[src/rtl/edge_event_conditioner_pkg.sv]
// -----------------------------------------------------------------------------
// edge_pkg
// Shared definitions for the edge event conditioner:
//   - 2-bit edge-select encodings (EDGE_OFF / EDGE_RISE / EDGE_FALL / EDGE_BOTH)
//   - edge_match(): decides whether a level transition is an event for a mode
// -----------------------------------------------------------------------------
package edge_pkg;

    localparam logic [1:0] EDGE_OFF  = 2'b00;
    localparam logic [1:0] EDGE_RISE = 2'b01;
    localparam logic [1:0] EDGE_FALL = 2'b10;
    localparam logic [1:0] EDGE_BOTH = 2'b11;

    // Returns 1 when the observed transition (rise/fall) is selected by mode.
    function automatic logic edge_match(input logic [1:0] mode,
                                        input logic       rise,
                                        input logic       fall);
        logic hit;
        case (mode)
            EDGE_OFF:  hit = 1'b0;
            EDGE_RISE: hit = rise;
            EDGE_FALL: hit = fall;
            EDGE_BOTH: hit = rise | fall;
            default:   hit = 1'b0;
        endcase
        return hit;
    endfunction

endpackage

[src/rtl/edge_event_conditioner_channel.sv]
// -----------------------------------------------------------------------------
// edge_channel
// One input channel: synchroniser -> polarity correction -> debounce ->
// edge pulse -> sticky pending flag.
// Configuration macro: EDGE_DEBOUNCE_EN (defined: debounce counter present;
// undefined: level follows the synchronised sample every cycle).
// Ports:
//   clk, reset       clock, asynchronous active-high reset
//   in_raw           raw asynchronous input
//   mode[1:0]        edge select (off / rising / falling / both)
//   clear            pending-flag clear (set has priority)
//   level            debounced, polarity-corrected level
//   pulse            one-cycle event pulse
//   pending          sticky event flag
//   pulse_next       next-state of pulse, used by the top for any_pulse
// -----------------------------------------------------------------------------
module edge_channel
    import edge_pkg::*;
#(
    parameter int SYNC_STAGES     = 2,
    parameter int DEBOUNCE_CYCLES = 1000,
    parameter int ACTIVE_LOW      = 1
) (
    input  logic       clk,
    input  logic       reset,
    input  logic       in_raw,
    input  logic [1:0] mode,
    input  logic       clear,
    output logic       level,
    output logic       pulse,
    output logic       pending,
    output logic       pulse_next
);

    // Reset value of the synchroniser: the raw level of a released input.
    localparam logic INACTIVE = (ACTIVE_LOW != 0) ? 1'b1 : 1'b0;

    // Parameter sanity checks, evaluated at elaboration.
    if (SYNC_STAGES < 2) begin : g_bad_sync
        $error("edge_channel: SYNC_STAGES must be at least 2");
    end
    if (DEBOUNCE_CYCLES < 1) begin : g_bad_debounce
        $error("edge_channel: DEBOUNCE_CYCLES must be at least 1");
    end

    logic [SYNC_STAGES-1:0] sync_q, sync_d;
    logic                   sample_s;
    logic                   level_q, level_d;
    logic                   pulse_q, pulse_d;
    logic                   pending_q, pending_d;
    logic                   rise_s, fall_s;

    // Synchroniser shift and polarity correction of its output.
    always_comb begin
        sync_d   = {sync_q[SYNC_STAGES-2:0], in_raw};
        sample_s = (ACTIVE_LOW != 0) ? ~sync_q[SYNC_STAGES-1] : sync_q[SYNC_STAGES-1];
    end

`ifdef EDGE_DEBOUNCE_EN
    localparam int CNT_W = $clog2(DEBOUNCE_CYCLES + 1);
    localparam logic [CNT_W-1:0] CNT_LAST = CNT_W'(DEBOUNCE_CYCLES - 1);

    logic [CNT_W-1:0] cnt_q, cnt_d;

    // Debounce: accept a new level only after DEBOUNCE_CYCLES consecutive
    // disagreeing samples; any agreeing sample restarts the count.
    always_comb begin
        cnt_d   = cnt_q;
        level_d = level_q;
        if (sample_s == level_q) begin
            cnt_d = '0;
        end else if (cnt_q == CNT_LAST) begin
            level_d = ~level_q;
            cnt_d   = '0;
        end else begin
            cnt_d = cnt_q + CNT_W'(1);
        end
    end

    // Debounce counter state.
    always_ff @(posedge clk or posedge reset) begin
        if (reset) begin
            cnt_q <= '0;
        end else begin
            cnt_q <= cnt_d;
        end
    end
`else
    // Without debouncing the level simply tracks the synchronised sample.
    always_comb begin
        level_d = sample_s;
    end
`endif

    // Event detection on the level next-state so pulse lands with the toggle;
    // pending is set from the registered pulse, so set beats clear.
    always_comb begin
        rise_s    = level_d & ~level_q;
        fall_s    = ~level_d & level_q;
        pulse_d   = edge_match(mode, rise_s, fall_s);
        pending_d = pulse_q | (pending_q & ~clear);
    end

    // Channel state registers.
    always_ff @(posedge clk or posedge reset) begin
        if (reset) begin
            sync_q    <= {SYNC_STAGES{INACTIVE}};
            level_q   <= 1'b0;
            pulse_q   <= 1'b0;
            pending_q <= 1'b0;
        end else begin
            sync_q    <= sync_d;
            level_q   <= level_d;
            pulse_q   <= pulse_d;
            pending_q <= pending_d;
        end
    end

    assign level      = level_q;
    assign pulse      = pulse_q;
    assign pending    = pending_q;
    assign pulse_next = pulse_d;

endmodule

[src/rtl/edge_event_conditioner.sv]
// -----------------------------------------------------------------------------
// edge_event_conditioner
// Multi-channel input conditioner: per channel synchronise, polarity-correct,
// debounce, detect selectable edges and hold a sticky pending flag.
// Configuration macro: EDGE_DEBOUNCE_EN (see edge_channel).
// Ports:
//   clk, reset            clock, asynchronous active-high reset
//   in_raw[CHANNELS]      raw asynchronous inputs
//   mode[2*CHANNELS]      edge select, channel i at [2i+1:2i]
//   clear[CHANNELS]       pending-flag clears
//   level[CHANNELS]       debounced levels
//   pulse[CHANNELS]       one-cycle event pulses
//   pending[CHANNELS]     sticky event flags
//   any_pulse             OR of all pulses, coincident with them
// -----------------------------------------------------------------------------
module edge_event_conditioner
    import edge_pkg::*;
#(
    parameter int CHANNELS        = 4,
    parameter int SYNC_STAGES     = 2,
    parameter int DEBOUNCE_CYCLES = 1000,
    parameter int ACTIVE_LOW      = 1
) (
    input  logic                  clk,
    input  logic                  reset,
    input  logic [CHANNELS-1:0]   in_raw,
    input  logic [2*CHANNELS-1:0] mode,
    input  logic [CHANNELS-1:0]   clear,
    output logic [CHANNELS-1:0]   level,
    output logic [CHANNELS-1:0]   pulse,
    output logic [CHANNELS-1:0]   pending,
    output logic                  any_pulse
);

    logic [CHANNELS-1:0] pulse_next_s;
    logic                any_pulse_q, any_pulse_d;

    for (genvar i = 0; i < CHANNELS; i++) begin : g_ch
        edge_channel #(
            .SYNC_STAGES     (SYNC_STAGES),
            .DEBOUNCE_CYCLES (DEBOUNCE_CYCLES),
            .ACTIVE_LOW      (ACTIVE_LOW)
        ) u_channel (
            .clk        (clk),
            .reset      (reset),
            .in_raw     (in_raw[i]),
            .mode       (mode[2*i+1:2*i]),
            .clear      (clear[i]),
            .level      (level[i]),
            .pulse      (pulse[i]),
            .pending    (pending[i]),
            .pulse_next (pulse_next_s[i])
        );
    end

    // OR of the pulse next-states, so the registered result matches pulse.
    always_comb begin
        any_pulse_d = |pulse_next_s;
    end

    // any_pulse register.
    always_ff @(posedge clk or posedge reset) begin
        if (reset) begin
            any_pulse_q <= 1'b0;
        end else begin
            any_pulse_q <= any_pulse_d;
        end
    end

    assign any_pulse = any_pulse_q;

endmodule
[config.mk]
export PLATFORM = sky130hd
export DESIGN_NAME = edge_event_conditioner
export DESIGN_NICKNAME = d
export VERILOG_FILES = /design/src/rtl/edge_event_conditioner_pkg.sv /design/src/rtl/edge_event_conditioner_channel.sv /design/src/rtl/edge_event_conditioner.sv
export SDC_FILE = /design/constraint.sdc
export NUM_CORES = 1
export LEC_CHECK = 0
export ABC_CLOCK_PERIOD_IN_PS = 4900
export CAP_MARGIN = 20
export CELL_PAD_IN_SITES_DETAIL_PLACEMENT = 0
export CELL_PAD_IN_SITES_GLOBAL_PLACEMENT = 1
export CORE_ASPECT_RATIO = 1.5
export CORE_UTILIZATION = 35
export CTS_CLUSTER_DIAMETER = 50
export DETAILED_ROUTE_END_ITERATION = 6
export PLACE_DENSITY_LB_ADDON = 0.25
export SYNTH_ARGS = -nofsm -noshare
export SYNTH_HDL_FRONTEND = slang
export SYNTH_HIERARCHICAL = 1
export SYNTH_SLANG_ARGS = --single-unit
export TNS_END_PERCENT = 5
[constraint.sdc]
create_clock -name clk -period 4.9 [get_ports clk]
set_input_delay 1.47 -clock clk [delete_from_list [all_inputs] [get_ports clk]]
set_output_delay 1.47 -clock clk [all_outputs]
set_load 0.03 [all_outputs]
# After elaboration in Yosys (flattened, before gate mapping)

Cells that the tools add are included.
Widths: inputs -> output; s select.

Register bits after elaboration: 21
Latch bits: 0
Bits in writable memories: 0
ROM bits: 0
Input port bits: 18
Output and inout bits: 13
Word-level logic and storage cells: 70
Memories: 0

Add/subtract/negate cells: 0
$mul: 0
Div/mod/pow operators: 0
$lt $le $gt $ge: 0
Equal/unequal tests: 12
Shift operators: 0
Mux-type cells: 4
Bitwise gates (word level): 32
Reduce and logical (&&, ||, !) cells: 5

Operators with widths:

| kind               | number |
|---|---|
| $eq 2x2->1 const B | 8 |
| $pmux 1 s4         | 4 |
| $and 1x1->1        | 12 |
| $not 1->1          | 12 |
| $eq 2x1->1 const B | 4 |
| $logic_not 2->1    | 4 |
| $or 1x1->1         | 8 |
| $reduce_or 4->1    | 1 |

# Longest topological paths before layout

Depth after elaboration: 5
Depth in mapped cells: 6
Depth with buffers taken out: 6

# Modules after synthesis

The synthesis kept the hierarchy.

By module, submodules not included:

| module                 | times used | cells each | area an instance (um^2) | sequential area each (um^2) |
|---|---|---|---|---|
| edge_channel           | 4          | 17         | 201.4                   | 127.6 |
| edge_event_conditioner | 1          | 3          | 36.3                    | 25.0 |

# Worst setup path before layout

OpenSTA, ideal clock, no wires.

Path kind: in2reg
From: in mode[3]
To: reg any_pulse_q, in the netlist any_pulse
Arrival: 2,255 ps
Slack: 2,507 ps
Cell stages on the path: 4
Buffers on the path: 0
Path through: nor2b_1 o21ai_1 o21ai_1 or4_1

Cells in the longest elaborated chain, start to end: 3

Ends and longest elaborated chain:

| element                            | line                             | source |
|---|---|---|
| start: declaration                 | edge_event_conditioner.sv:27     | `input logic [2*CHANNELS-1:0] mode,` |
| $eq 2x2->1 (tied with other cells) | edge_event_conditioner_pkg.sv:19 | `case (mode)` |
| $pmux 1 s4 (*)                     | edge_event_conditioner_pkg.sv:19 |  |
| net pulse_next_s[1]                | edge_event_conditioner.sv:35     | `logic [CHANNELS-1:0] pulse_next_s;` |
| $reduce_or 4->1 (*)                | edge_event_conditioner.sv:58     | `any_pulse_d = \|pulse_next_s;` |
| net any_pulse_d                    | edge_event_conditioner.sv:36     | `logic any_pulse_q, any_pulse_d;` |
| end signal: assignment             | edge_event_conditioner.sv:66     | `any_pulse_q <= any_pulse_d;` |
| end: declaration                   | edge_event_conditioner.sv:36     |  |

Mark *: on every way through the listed nets, which the timed path passes. The rest lies on a longest branch.

# Final worst setup path

From: reg g_ch[2].u_channel.level_q
To: out level[2]

RTL lines:

| element                  | line                                  | source |
|---|---|---|
| start: declaration       | edge_event_conditioner_channel.sv:48  | `logic level_q, level_d;` |
| start signal: assignment | edge_event_conditioner_channel.sv:113 | `level_q <= level_d;` |
| end: declaration         | edge_event_conditioner.sv:29          | `output logic [CHANNELS-1:0] level,` |

No word-level cell between the ends.

==> metrics.txt <==
post-synth top area share=between 30% and 40%; worst setup path end=level[2]; combinational share of power=approximately 22%; leading area contributor after synthesis=dfrtp_1; crit path time final=approximately 2.8 ns; most numerous cell in the Yosys netlist=inv_1; max-cap violation count=0; cell area power density=a little under 300 nW/um^2; drt via density=about 4.4; Buffers & Inverters on Critical Path=1; pin count of the biggest net entering global routing=13; DRC viols=0; largest cells by area after synthesis=dfrtp_1, dfstp_2, ha_1, inv_1, nor2b_1; slew margin rel.=around four fifths; DRT antenna net count=0; 1st-pass router iterations=3; first-pass GRT wire length=2.12 mm; Setup TNS=0 ns; Synth Warn #=6; number of global-route vias before repair=between 500 and 600; gr usage total=about 11%; CP Data Arrival Time=approximately 1.4 ns; IO buf count=30; Final Util=53.0%; Synth Flop Type=dfrtp_1; Slew @ Worst Pin=0.322 ns; R2R depth=6; final WL=roughly 1.3 mm; period utilization=58.1%; post-route setup slack=2.06 ns; internal power=0.257 mW; clock tree buffer depth=2; CTS H-tree depth=1; Placement Setup Slack=roughly 2 ns; Critical Path Stages=1; post-cts resize count=0; Worst R2R Setup Slack=3.15 ns; Final Setup Violations=0; Skew-Pair Late Insertion Delay=approximately 0.29 ns; Num CTS Buffers=3; Final Hold Fails=0; Slew Viols, Final=0; Worst-path clk slew=0.11 ns; FF-to-FF Start=g_ch[1].u_channel/sync_q[1]; RSZ-0062 raised after global routing=false; Hold Path Class=reg2reg; synthesized area per cell=~12 sq um; chip width=around 42 um; post-synth cell types=9; Seq/Total Area, Yosys=63.6%; clock group share of total power=approximately 23%; layout cells sized above 1=11.4%; Crit Path Max Fanout=3; Num Clock Sinks=21; CP delay by family, top=buffers and inverters; worst path required time=between 3 and 4 ns; CP Launch Point=g_ch[2].u_channel/level; P_sw=about 0.094 mW; vias=around 560; Initial Utilization=a little under two fifths; root buf cell=clkbuf_4; DIE AREA=~2600 sq um; Critical-path top delay cell=clkdlybuf4s50_1; area grow syn2layout=42.3%; status=finished clean; WS Path Type=reg2out; Hold Buf Count CTS=0; Remaining Overflow, GRT=0; Worst setup EP type=output pin; initial antenna violation count=0; DR WL/cell=a little over 10 um; Leak=about 0.6 nW; synth cell count leaders=inv_1, dfrtp_1; fin nets=132; CTS tree=built; hpwl dp=between 1 and 1.5 mm; Synth async-reset ratio=between 90% and 100%; RD Place Congestion=just over 0.7; Max Fclk=352 MHz; cells along the critical path=clkdlybuf4s50_1; max incr delay on CP=around 0.69 ns; Die Y=62.1 um; Core ar.=2260 sq um; initial drt markers=5; EDFF count, synth=0; Layout Skew=~0.0043 ns; Rows=21; type of element launching the critical path=flop; Sw Share=between 20% and 30%; Cells after Synth=71; Syn Nets=97; Seq cells post-synth=21; post-CTS setup buffer count=0; number of diodes=0; worst reg2reg endpoint=any_pulse; sequential share of power=55.8%; peak supply drop=about 0.00015 V; Post-Syn Area=around 840 sq um; I/O Pins=31
==> cell families (layout without fill, tap and decap cells) <==
logic type | Yosys count | in the layout | synth area share [%]
fa+ha+maj | 8 | 8 | 11.9
simple gates | 13 | 13 | 8.62
buf+inv | 17 | 51 | 7.58
compound gates | 12 | 12 | 8.32
flops | 21 | 21 | 63.6
==> worst min path at each step <==
stage                                startpoint                           to  slack (ns)  cells after the start
floorplan           g_ch[0].u_channel/sync_q[0]  g_ch[0].u_channel/sync_q[1]        0.35                      0
global placement    g_ch[2].u_channel/sync_q[0]  g_ch[2].u_channel/sync_q[1]        0.35                      0
detailed placement  g_ch[1].u_channel/sync_q[0]  g_ch[1].u_channel/sync_q[1]        0.35                      0
CTS                 g_ch[1].u_channel/sync_q[0]  g_ch[1].u_channel/sync_q[1]        0.37                      0
global route        g_ch[0].u_channel/sync_q[0]  g_ch[0].u_channel/sync_q[1]        0.37                      0
finish              g_ch[2].u_channel/sync_q[0]  g_ch[2].u_channel/sync_q[1]        0.36                      0
==> cell usage in the layout, fill, tap and decap left out, types with 3 or more instances in the layout <==
master,count
dfstp_2,8
dfrtp_1,13
nand2_1,4
inv_1,17
clkdlybuf4s50_1,30
o21ai_1,8
clkbuf_4,3
a21o_1,4
ha_1,8
nor2b_1,8
==> layer usage <==
layer | global-route usage (%) | share of wire (%) | routed length (um)
met1 | 13.4 | 43 | 552
met2 | 18.5 | 52 | 669
met3 | 1.73 | 4.7 | 61
met4 | 8.04 | 0.85 | 11
met5 | 0 | 0 | 0
==> layout make-up <==
type	count	area [sq um]
multi-input combinational	33	243
tap	23	28.8
clock buffer	3	22.5
sequential	21	536
clock inverter	1	5.00
fill	203	1060
timing repair buffer	30	300
inverter	17	63.8
==> per-stage QoR <==
step	total power, mW	cells	instance area (sq um)	hold slack [ns]
floorplan	0.236	71	842	0.345
global placement	0.276	124	1170	0.347
detailed placement	0.277	124	1170	0.348
CTS	0.358	128	1200	0.365
global route	0.369	128	1200	0.371
finish	0.351	128	1200	0.364
==> power by group through the flow <==
| stage | Combinational, mW | Sequential, mW | Clock (mW) |
|---|---|---|---|
| 3_5_place_dp | 0.0773 | 0.199 | 0 |
| 5_1_grt | 0.0822 | 0.198 | 0.0881 |
| 4_1_cts | 0.0777 | 0.196 | 0.0839 |
| 2_1_floorplan | 0.0171 | 0.219 | 0 |
| 3_3_place_gp | 0.0770 | 0.199 | 0 |
| 6_report | 0.0761 | 0.196 | 0.0790 |
==> state kept, by name, summed over array words and instances (netlist names) <==
name,count
any_pulse,1
g_ch.u_channel/level,4
g_ch.u_channel/pending,4
g_ch.u_channel/pulse,4
g_ch.u_channel/sync_q,8
Note: power is estimated with default switching activity, not from simulation.
